===== src/rtl/aq_vfmau_wb_sched.sv =====
// aq_vfmau_wb_sched: issue/writeback scheduler for the EX1..EX5 vector FMA pipeline
module aq_vfmau_wb_sched #(
  parameter int LAT_W  = 2,
  parameter int CNT_W  = 3,
  parameter int RESV_W = 5
) (
  input  logic             forever_cpuclk,
  input  logic             cpurst_b,
  input  logic             issue_req,
  input  logic [LAT_W-1:0] issue_lat,
  output logic             issue_gnt,
  input  logic             pipe_stall,
  input  logic             pipe_flush,
  input  logic             ifu_vpu_warm_up,
  output logic             ex2_vld,
  output logic             ex3_vld,
  output logic             ex4_vld,
  output logic             ex5_vld,
  output logic             result_ready_in_ex3,
  output logic             result_ready_in_ex4,
  output logic             wb_vld,
  output logic [2:0]       wb_sel,
  output logic [CNT_W-1:0] inflight_cnt,
  output logic             idle,
  output logic             dp_clk_en
);
  logic [3:0]              r_vld;
  logic [2:0][LAT_W-1:0]   r_lat;
  logic [RESV_W-1:0]       r_resv;
  logic [CNT_W-1:0]        r_cnt;
  logic [LAT_W-1:0]        w_leff;
  logic                    w_run;
  logic                    w_fire;
  logic                    w_ret;
  logic [2:0]              w_ret_v;

  // lat 3 is reserved and runs as lat 2; reservation slot leff+2 is where the new op would land after the shift
  always_comb begin
    w_leff    = (issue_lat == LAT_W'(3)) ? LAT_W'(2) : issue_lat;
    w_run     = !pipe_stall & !pipe_flush;
    issue_gnt = cpurst_b & w_run & !r_resv[3'(w_leff) + 3'd2];
    w_fire    = issue_req & issue_gnt;
    w_ret     = r_resv[0] & w_run;
    w_ret_v   = {r_vld[3], r_vld[2] & (r_lat[2] == LAT_W'(1)), r_vld[1] & (r_lat[1] == LAT_W'(0))};
    wb_vld    = w_ret;
    wb_sel    = w_ret ? w_ret_v : 3'b000;
  end

  assign ex2_vld             = r_vld[0];
  assign ex3_vld             = r_vld[1];
  assign ex4_vld             = r_vld[2];
  assign ex5_vld             = r_vld[3];
  assign result_ready_in_ex3 = r_vld[0] & (r_lat[0] == LAT_W'(0));
  assign result_ready_in_ex4 = r_vld[1] & (r_lat[1] == LAT_W'(1));
  assign inflight_cnt        = r_cnt;
  assign idle                = (r_cnt == '0) & !issue_req;
  assign dp_clk_en           = !idle | ifu_vpu_warm_up;

  // advance stages and reservations; an op leaving its retire stage is dropped, flush clears everything
  always_ff @(posedge forever_cpuclk or negedge cpurst_b) begin
    if (!cpurst_b) begin
      r_vld  <= '0;
      r_lat  <= '0;
      r_resv <= '0;
      r_cnt  <= '0;
    end else if (pipe_flush) begin
      r_vld  <= '0;
      r_resv <= '0;
      r_cnt  <= '0;
    end else if (!pipe_stall) begin
      r_vld[0] <= w_fire;
      r_lat[0] <= w_leff;
      r_vld[1] <= r_vld[0];
      r_lat[1] <= r_lat[0];
      r_vld[2] <= r_vld[1] & (r_lat[1] != LAT_W'(0));
      r_lat[2] <= r_lat[1];
      r_vld[3] <= r_vld[2] & (r_lat[2] == LAT_W'(2));
      r_resv   <= (r_resv >> 1) | (RESV_W'(w_fire) << (3'(w_leff) + 3'd1));
      r_cnt    <= r_cnt + CNT_W'(w_fire) - CNT_W'(w_ret);
    end
  end

  a_resv_matches_stage: assert property (@(posedge forever_cpuclk) disable iff (!cpurst_b) r_resv[0] == |w_ret_v);
  a_single_retire: assert property (@(posedge forever_cpuclk) disable iff (!cpurst_b) $onehot0(w_ret_v));
  a_cnt_matches_vld: assert property (@(posedge forever_cpuclk) disable iff (!cpurst_b) r_cnt == CNT_W'($countones(r_vld)));
endmodule

===== config.mk =====
export PLATFORM = sky130hd
export DESIGN_NAME = aq_vfmau_wb_sched
export DESIGN_NICKNAME = d
export VERILOG_FILES = /design/src/rtl/aq_vfmau_wb_sched.sv
export SDC_FILE = /design/constraint.sdc
export NUM_CORES = 1
export LEC_CHECK = 0
export BUFFER_PORTS_ARGS = -buffer_cell sky130_fd_sc_hd__buf_4
export CORE_ASPECT_RATIO = 0.7
export CORE_MARGIN = 1
export CORE_UTILIZATION = 31
export DETAILED_ROUTE_END_ITERATION = 10
export PLACE_DENSITY_LB_ADDON = 0.25
export SLEW_MARGIN = 20
export SYNTH_ARGS = -nofsm -noshare
export SYNTH_HDL_FRONTEND = slang
export SYNTH_SLANG_ARGS = --single-unit

===== constraint.sdc =====
create_clock -name forever_cpuclk -period 2.8 [get_ports forever_cpuclk]
set_input_delay 0.28 -clock forever_cpuclk [delete_from_list [all_inputs] [get_ports forever_cpuclk]]
set_output_delay 0.28 -clock forever_cpuclk [all_outputs]
set_load 0.1 [all_outputs]

Word level (Yosys, flattened, before mapping) --
Cells that the tools add are included.
Storage, ports and cells: register bits after elaboration 18, input bits 8, output and inout port bits 16, word-level logic and storage cells 53
Cells by class: $add $sub $neg 4, $lt $le $gt $ge 1, equal/unequal tests 5, shifts and indexed selects 1, multiplexer cells 10, bitwise operators 16, reductions and logical operators 10
Operators by type and width (count):
- $and 1x1->1 | 12
- $mux 5 | 2
- $mux 3 | 3
- $mux 4 | 2
- $logic_not 1->1 | 5
- $or 4x5->5 | 1
- $shl 1x3->5 | 1
- $eq 2x1->1 const B | 2
- $eq 2x2->1 const B | 2
- $logic_not 2->1 | 2
- $lt 3x4->1 const B | 1
- $add 2x1->3 const B | 1
- $add 2x2->3 const B | 1
- $add 3x1->3 | 1
- $bmux 1 s3 | 1
- $logic_not 3->1 | 1
- $sub 3x1->3 | 1
- $mux 2 | 1
- $ne 2x1->1 const B | 1
- $not 1->1 | 2
- $reduce_and 2->1 | 1
- $reduce_bool 2->1 | 1
- $mux 1 | 1
- $or 1x1->1 | 1

Depth between registers and ports, before layout --
Gate-level depths: netlist of run 1.
depth after elaboration 12, mapped depth 12, gate-level depth less buffers 11

Worst setup path before layout of run 1 --
No wires, ideal clock.
path type register to output, start reg r_cnt[1], in the netlist inflight_cnt[1], end out dp_clk_en, arrival time 5.488 ns, data required time 2.520 ns, path slack -2.968 ns, cell stages (with the launch flop) 3, buffers on the path 0, path through dfrtp_1 > nor4_1 > nand2b_1
On the way: cells in the longest elaborated chain, start to end 4
RTL lines:
- from (decl) | line 30 | logic [CNT_W-1:0] r_cnt;
- from (signal assigned) | line 79 | r_cnt <= r_cnt + CNT_W'(w_fire) - CNT_W'(w_ret);
- $logic_not 3->1 | line 56 | assign idle = (r_cnt == '0) & !issue_req;
- $and 1x1->1 | line 56
- net idle | line 24 | output logic idle,
- $logic_not 1->1 | line 57 | assign dp_clk_en = !idle | ifu_vpu_warm_up;
- $or 1x1->1 | line 57
- to (decl) | line 25 | output logic dp_clk_en
The timed path passes the listed nets, and every way through them passes these cells.

Worst setup path after layout of run 1 --
start reg r_resv[4], end reg r_cnt[2], in the netlist inflight_cnt[2]
On the way: cells in the longest elaborated chain, start to end 9
RTL lines:
- from (decl) | line 29 | logic [RESV_W-1:0] r_resv;
- from (signal assigned) | line 78 | r_resv <= (r_resv >> 1) | (RESV_W'(w_fire) << (3'(w_leff) + 3'd1));
- $bmux 1 s3 | line 41 | issue_gnt = cpurst_b & w_run & !r_resv[3'(w_leff) + 3'd2];
- $mux 1 (not written as such) | line 41
- $logic_not 1->1 | line 41
- $and 1x1->1 | line 41
- $and 1x1->1 | line 42 | w_fire = issue_req & issue_gnt;
- $add 3x1->3 | line 79
- $sub 3x1->3 | line 79
- $mux 3 | line 70 | end else if (!pipe_stall) begin
- $mux 3 | line 66 | end else if (pipe_flush) begin
No other way between the ends. The select of a mux whose other input is x is not followed. A chain may end at the register's enable or synchronous reset.

==> results.yml, run 1 <==
timing:
  relSlewSlack: 0.8131
  clock_skew_ps: 1.326
  worst_slew_pin_slew_ps: 280.4
  setup_viol_count_final: 0
  hold_viol_final: 0
  max_freq_ghz: 0.3972
  fin_crit_sh: 0.8992
  rsz0062_at_grt: "false"
  slew_violations: 0
  finalCriticalPeriod_ps: 2518
die:
  initial_core_util: 0.3310
  floorplan.core_area_um2: 2843
  rows: 16
  die_w_um: 67.85
  io_pins: 24
  die_h_um: 48.10
  die_area_um2: 3263
logic_synthesis:
  synth-seq-cells: 18
  post_synth_inst_count: 83
  synthFlopType: "dfrtp_1"
  syn_nets: 94
  synth_enable_flop_cells: 0
  yosys-top-cells-count: "18 x dfrtp_1, 9 x nor2_1, 7 x mux2i_1"
  async_flop_share: 1.000
  ys_types: 32
  yosysMostFrequentCell: "dfrtp_1"
  ys_seq_area_frac: 0.4787
  synth_area_per_cell_um2: 11.34
  ys_top_cells_by_area: "dfrtp_1 48%, mux2i_1 7.4%, mux2_2 6.0%"
  ys_warn_count: 0
  synth_area_um2: 940.9
  synth_top_area_frac: 0.4787
  synth_top_area_cell: "dfrtp_1"
routing:
  route.vias.total: 726
  first_pass_iters: 4
  ant_nets: 0
  routedWlPerCell_um: 14.84
  drc: 0
  drtIter0Drc: 18
  wirelength_um: 2182
  via_per_inst: 4.939
global_route:
  grt_pass1_vias: 669
  grtUsageTotal: 0.1509
  antenna_found_initial: 0
  grt_pass1_wl_um: 3332
  grt_max_degree: 20
  grt_overflow: 0
setup_path:
  crit_chain: "nand2_1 -> nand4_4 -> or2_1 -> ha_1 -> inv_1 -> ha_1 -> inv_1 -> fa_1 -> xnor2_1 -> or3_1 -> a21oi_1"
  critPathLaunch: "r_resv[4]"
  max_stage_delay_ps: 400
  r2r_end: "inflight_cnt[2]"
  critical_path.startpoint_type: "flip-flop"
  cp-end-kind: "flip-flop"
  r2r_start: "r_resv[4]"
  crit_family: "simple AND/OR/NAND/NOR gates"
  worst-path-stages: 11
  critPathKind: "flip-flop to flip-flop"
  reg2reg_setup_slack_ps: 280
  cp.arrival_ps: 2700
  crit_fanout: 5
  required_ps: 2980
  cpMaxStageDelayCell: "dfrtp_1"
  crit_buf_inv: 2
  cp-endpoint: "inflight_cnt[2]"
  ff2ff_path_depth: 11
finish:
  drive_gt1_frac: 0.4054
  final_nets: 123
  nFillCells: 289
  fin_cells: 147
  antenna_cells: 0
  synthToLayoutAreaGrowth_pct: 34.57
pwr:
  total_power_uw: 628.5
  p_per_area_nw_per_um2: 496.4
  irDropWorstVdd_v: 0.0002195
  p_leak_nw: 0.6020
placed_design:
  port_buffers: 23
  dp.final_hpwl_um: 1622
  gp_congestion: 0.7939
  place_inst: 143
clocking:
  cts_htree_levels: 1
  post_cts_buffers: 0
  path_clk_slew_ps: 70
  cts_hold_buf: 0
  cts_num_sinks: 18
  cts_resized: 0
  clkLatencyLatePin_ps: 250
  cts_tree: "yes"
  numCtsBuffers: 3
  cts_root_buffer: "clkbuf_8"
  cts_buffer_depth: 2
hold_path:
  hold_path_class: "primary input to async pin"
run_status:
  status: "completed"
job:
  cap_violations: 0
-- cell type report --
cell class	instances	area [um^2]	share of cell area
flip-flops and latches	18	450.4	0.3557
multi-input cells	58	494.2	0.3903
inverters	4	18.77	0.01482
repair buffers	27	202.7	0.1601
well taps	36	45.04	0.03557
clock buffers	4	55.05	0.04348
-- how the worst min path moves through the flow --
stage | from | to | slack, ps
4_1_cts | cpurst_b | inflight_cnt[1] | 20
6_report | cpurst_b | inflight_cnt[1] | 3
3_5_place_dp | cpurst_b | r_vld[3] | 300
3_3_place_gp | cpurst_b | r_vld[3] | 290
5_1_grt | cpurst_b | inflight_cnt[1] | 20
2_1_floorplan | cpurst_b | inflight_cnt[0] | -20
-- registers in the layout (all words and copies together) (netlist names) --
name          cells
r_lat             6
r_vld             4
inflight_cnt      3
r_resv            5
-- worst register-to-register path, cell delays in order (launching register included) --
cell and delay, ps:
dfrtp_1 400, nand2_1 170, nand4_4 160, or2_1 240, ha_1 270, inv_1 50, ha_1 130, inv_1 40
fa_1 370, xnor2_1 140, or3_1 310, a21oi_1 150
-- metrics by stage --
stage / utilization / hold slack, ps / setup TNS [ps] / setup slack [ps] / cell area (um^2)
6_report: 0.4454 / 3.080 / 0 / 282.3 / 1266
3_3_place_gp: 0.4261 / 292.1 / 0 / 355.5 / 1211
4_1_cts: 0.4454 / 17.15 / 0 / 284.3 / 1266
3_5_place_dp: 0.4261 / 296.7 / 0 / 287.2 / 1211
2_1_floorplan: - / -15.59 / -454.5 / -454.5 / 984.7
5_1_grt: 0.4454 / 21.84 / 0 / 147.3 / 1266
-- cell usage in the layout (no fill, tap or decap), types with 2 or more instances in the layout --
cell type	netlist	layout
a21oi_1	3	3
and3b_1	2	2
buf_4	0	27
clkbuf_8	0	4
dfrtp_1	18	18
ha_1	2	2
inv_1	4	3
mux2_2	5	5
mux2i_1	7	7
nand2_1	4	4
nor2_1	9	9
o21ai_0	4	4
o22ai_1	2	2
or3_1	2	2
-- power by group --
| group | switching (mW) | total, mW | internal, mW |
|---|---|---|---|
| sequential | 0.0234 | 0.304 | 0.280 |
| clock | 0.0903 | 0.215 | 0.125 |
| combinational | 0.0669 | 0.110 | 0.0426 |
| total | 0.181 | 0.628 | 0.448 |
-- per-layer routing --
| metal | track usage | vias up | part of all wire |
|---|---|---|---|
| met5 | 0 | - | 0 |
| met2 | 0.2218 | 21 | 0.42 |
| li1 | - | 350 | - |
| met3 | 0.05841 | 2 | 0.063 |
| met1 | 0.2092 | 353 | 0.51 |
| met4 | 0.03750 | 0 | 0.0060 |
-- kinds of logic after synthesis --
family | after synthesis | synth area share
flip-flops | 18 | 0.4787
buffers and inverters | 7 | 0.03856
multiplexers | 12 | 0.1343
AND/OR/NAND/NOR | 30 | 0.2075
adder cells (fa/ha/maj) | 3 | 0.04787
AO/OA/AOI/OAI | 12 | 0.08378
XOR/XNOR | 1 | 0.009310
Power figures use the tool's default switching activity.
==> run 2: changes to the inputs <==
Settings changed: CELL_PAD_IN_SITES_DETAIL_PLACEMENT from default to 0, CELL_PAD_IN_SITES_GLOBAL_PLACEMENT from default to 1, CORE_ASPECT_RATIO 0.7 to default.
==> run 2 against run 1 <==
Effect of this change: the run now ends with design-rule violations left; fmax is 0.33% lower; sequential cell count stayed put; final cell count down 3.4%; via count shrank 4.3%; power fell by 8.7%; die area down 0.11%; clock power decreased by 25%; combinational power barely moved; global-route usage decreased by 1.5 points; sequential power barely moved; critical path depth rose by 1; clock-buffer cell count stayed put; critical path type is now primary input to flip-flop; highest routed layer unchanged.
==> results.yml, run 2 (same netlist as run 1, synthesis figures left out) <==
run_status:
  status: "complete, but fails checks"
  violations: "design-rule violations"
pwr:
  p_per_area_nw_per_um2: 461.2
  irDropWorstVdd_v: 0.0002614
  p_leak_nw: 0.5933
clocking:
  post_cts_buffers: 0
  path_clk_slew_ps: 110
  cts_tree: "yes"
  cts_htree_levels: 1
  clkLatencyLatePin_ps: 290
  cts_root_buffer: "clkbuf_4"
  numCtsBuffers: 3
  cts_resized: 0
  cts_buffer_depth: 2
  cts_num_sinks: 18
  cts_hold_buf: 1
placed_design:
  gp_congestion: 0.7194
  dp.final_hpwl_um: 1456
  place_area_um2: 1197
  port_buffers: 23
timing:
  fin_crit_sh: 0.9022
  relSlewSlack: 0.8133
  hold_ws_ps: 275.6
  hold_viol_final: 0
  rsz0062_at_grt: "false"
  finalCriticalPeriod_ps: 2526
  setup_viol_count_final: 0
  max_freq_ghz: 0.3959
  slew_violations: 0
  worst_slew_pin_slew_ps: 282.3
  clock_skew_ps: 3.805
finish:
  final_nets: 123
  antenna_cells: 0
  largest_reg_flops: 6
  postLayoutCellArea_um2: 1244
  final_cell_mix: "26 x buf_4, 18 x dfrtp_1, 9 x nor2_1, 7 x mux2i_1, 5 x mux2_2"
  nFillCells: 285
  regMostFlops: "r_lat"
  synthToLayoutAreaGrowth_pct: 32.18
  utilization: 0.4434
  drive_gt1_frac: 0.3964
  final_common_cell: "buf_4"
  top_regs: "r_lat: 6 flops, r_resv: 5 flops, r_vld: 4 flops"
routing:
  ant_nets: 0
  routedWlPerCell_um: 14.05
  drtIter0Drc: 12
  route.vias.total: 695
  drc: 4
  first_pass_iters: 7
  wirelength_um: 1995
  via_per_inst: 4.894
global_route:
  grt_overflow: 0
  grtUsageTotal: 0.1356
  grt_pass1_wl_um: 3332
  grt_pass1_vias: 734
  grt_max_degree: 20
  antenna_found_initial: 0
job:
  cap_violations: 0
die:
  die_w_um: 57.09
  die_area_um2: 3259
  rows: 19
  floorplan.core_area_um2: 2805
  initial_core_util: 0.3354
  die_h_um: 57.09
  io_pins: 24
setup_path:
  reg2reg_setup_slack_ps: 350
  cp.arrival_ps: 2750
  critical_path.startpoint_type: "primary input"
  required_ps: 3030
  critPathKind: "primary input to flip-flop"
  crit_fanout: 5
  cp-end-kind: "flip-flop"
hold_path:
  hold_path_class: "primary input to flip-flop"
run 2: cell count changes in the layout (fill, tap and decap cells not counted), sizes merged:
cell | before | now
buf | 27 | 26
dlygate4sd3 | 0 | 1
run 2: area by class of cell:
cell class	instances	area [um^2]	area share
clock buffer	4	36.28	0.02918
sequential	18	450.4	0.3622
timing repair buffer	27	205.2	0.1650
multi-input combinational	58	494.2	0.3974
inverter	4	18.77	0.01509
tap	31	38.79	0.03119
run 2: final timing paths:
kind                                   endpoint  cells after the start          from
max in group asynchronous              r_lat[2]                      3      cpurst_b
worst min-delay path                   r_lat[1]                      2  issue_lat[1]
worst min register to register        r_resv[0]                      2     r_resv[1]
min in group asynchronous       inflight_cnt[1]                      3      cpurst_b
worst max-delay path            inflight_cnt[2]                     12      cpurst_b
worst max register to register  inflight_cnt[2]                     11     r_resv[4]
run 2: worst max-delay path, cell delays in order:
cell	delay, ps
dlygate4sd3_1	530
buf_4	130
nand4_4	110
or2_1	250
ha_1	270
inv_1	50
ha_1	130
inv_1	50
fa_1	370
xnor2_1	140
or3_1	310
a21oi_1	140
run 2: metal layers:
metal  part of all wire  GRT usage  vias to the layer above
met2               0.46     0.2101                       17
li1                   -          -                      350
met3              0.050    0.02721                        2
met5                  0          0                        -
met1               0.48     0.1787                      326
met4             0.0090    0.07317                        0
run 2: report_power, final:
group	leakage, nW	internal [mW]	switching (mW)
logic	0.331	0.0427	0.0670
clock network	0.0210	0.0792	0.0819
registers	0.241	0.280	0.0228
run 2: stage by stage:
| stage | cells | power, mW | setup TNS (ps) | setup slack, ps |
|---|---|---|---|---|
| 6_report | 142 | 0.5736 | 0 | 273.8 |
| 5_1_grt | 142 | 0.6039 | 0 | 159.0 |
| 4_1_cts | 142 | 0.5868 | 0 | 267.2 |
| 3_5_place_dp | 137 | 0.4178 | 0 | 231.0 |
| 3_3_place_gp | 137 | 0.4167 | 0 | 258.3 |
| 2_1_floorplan | 83 | 0.3803 | -454.5 | -454.5 |
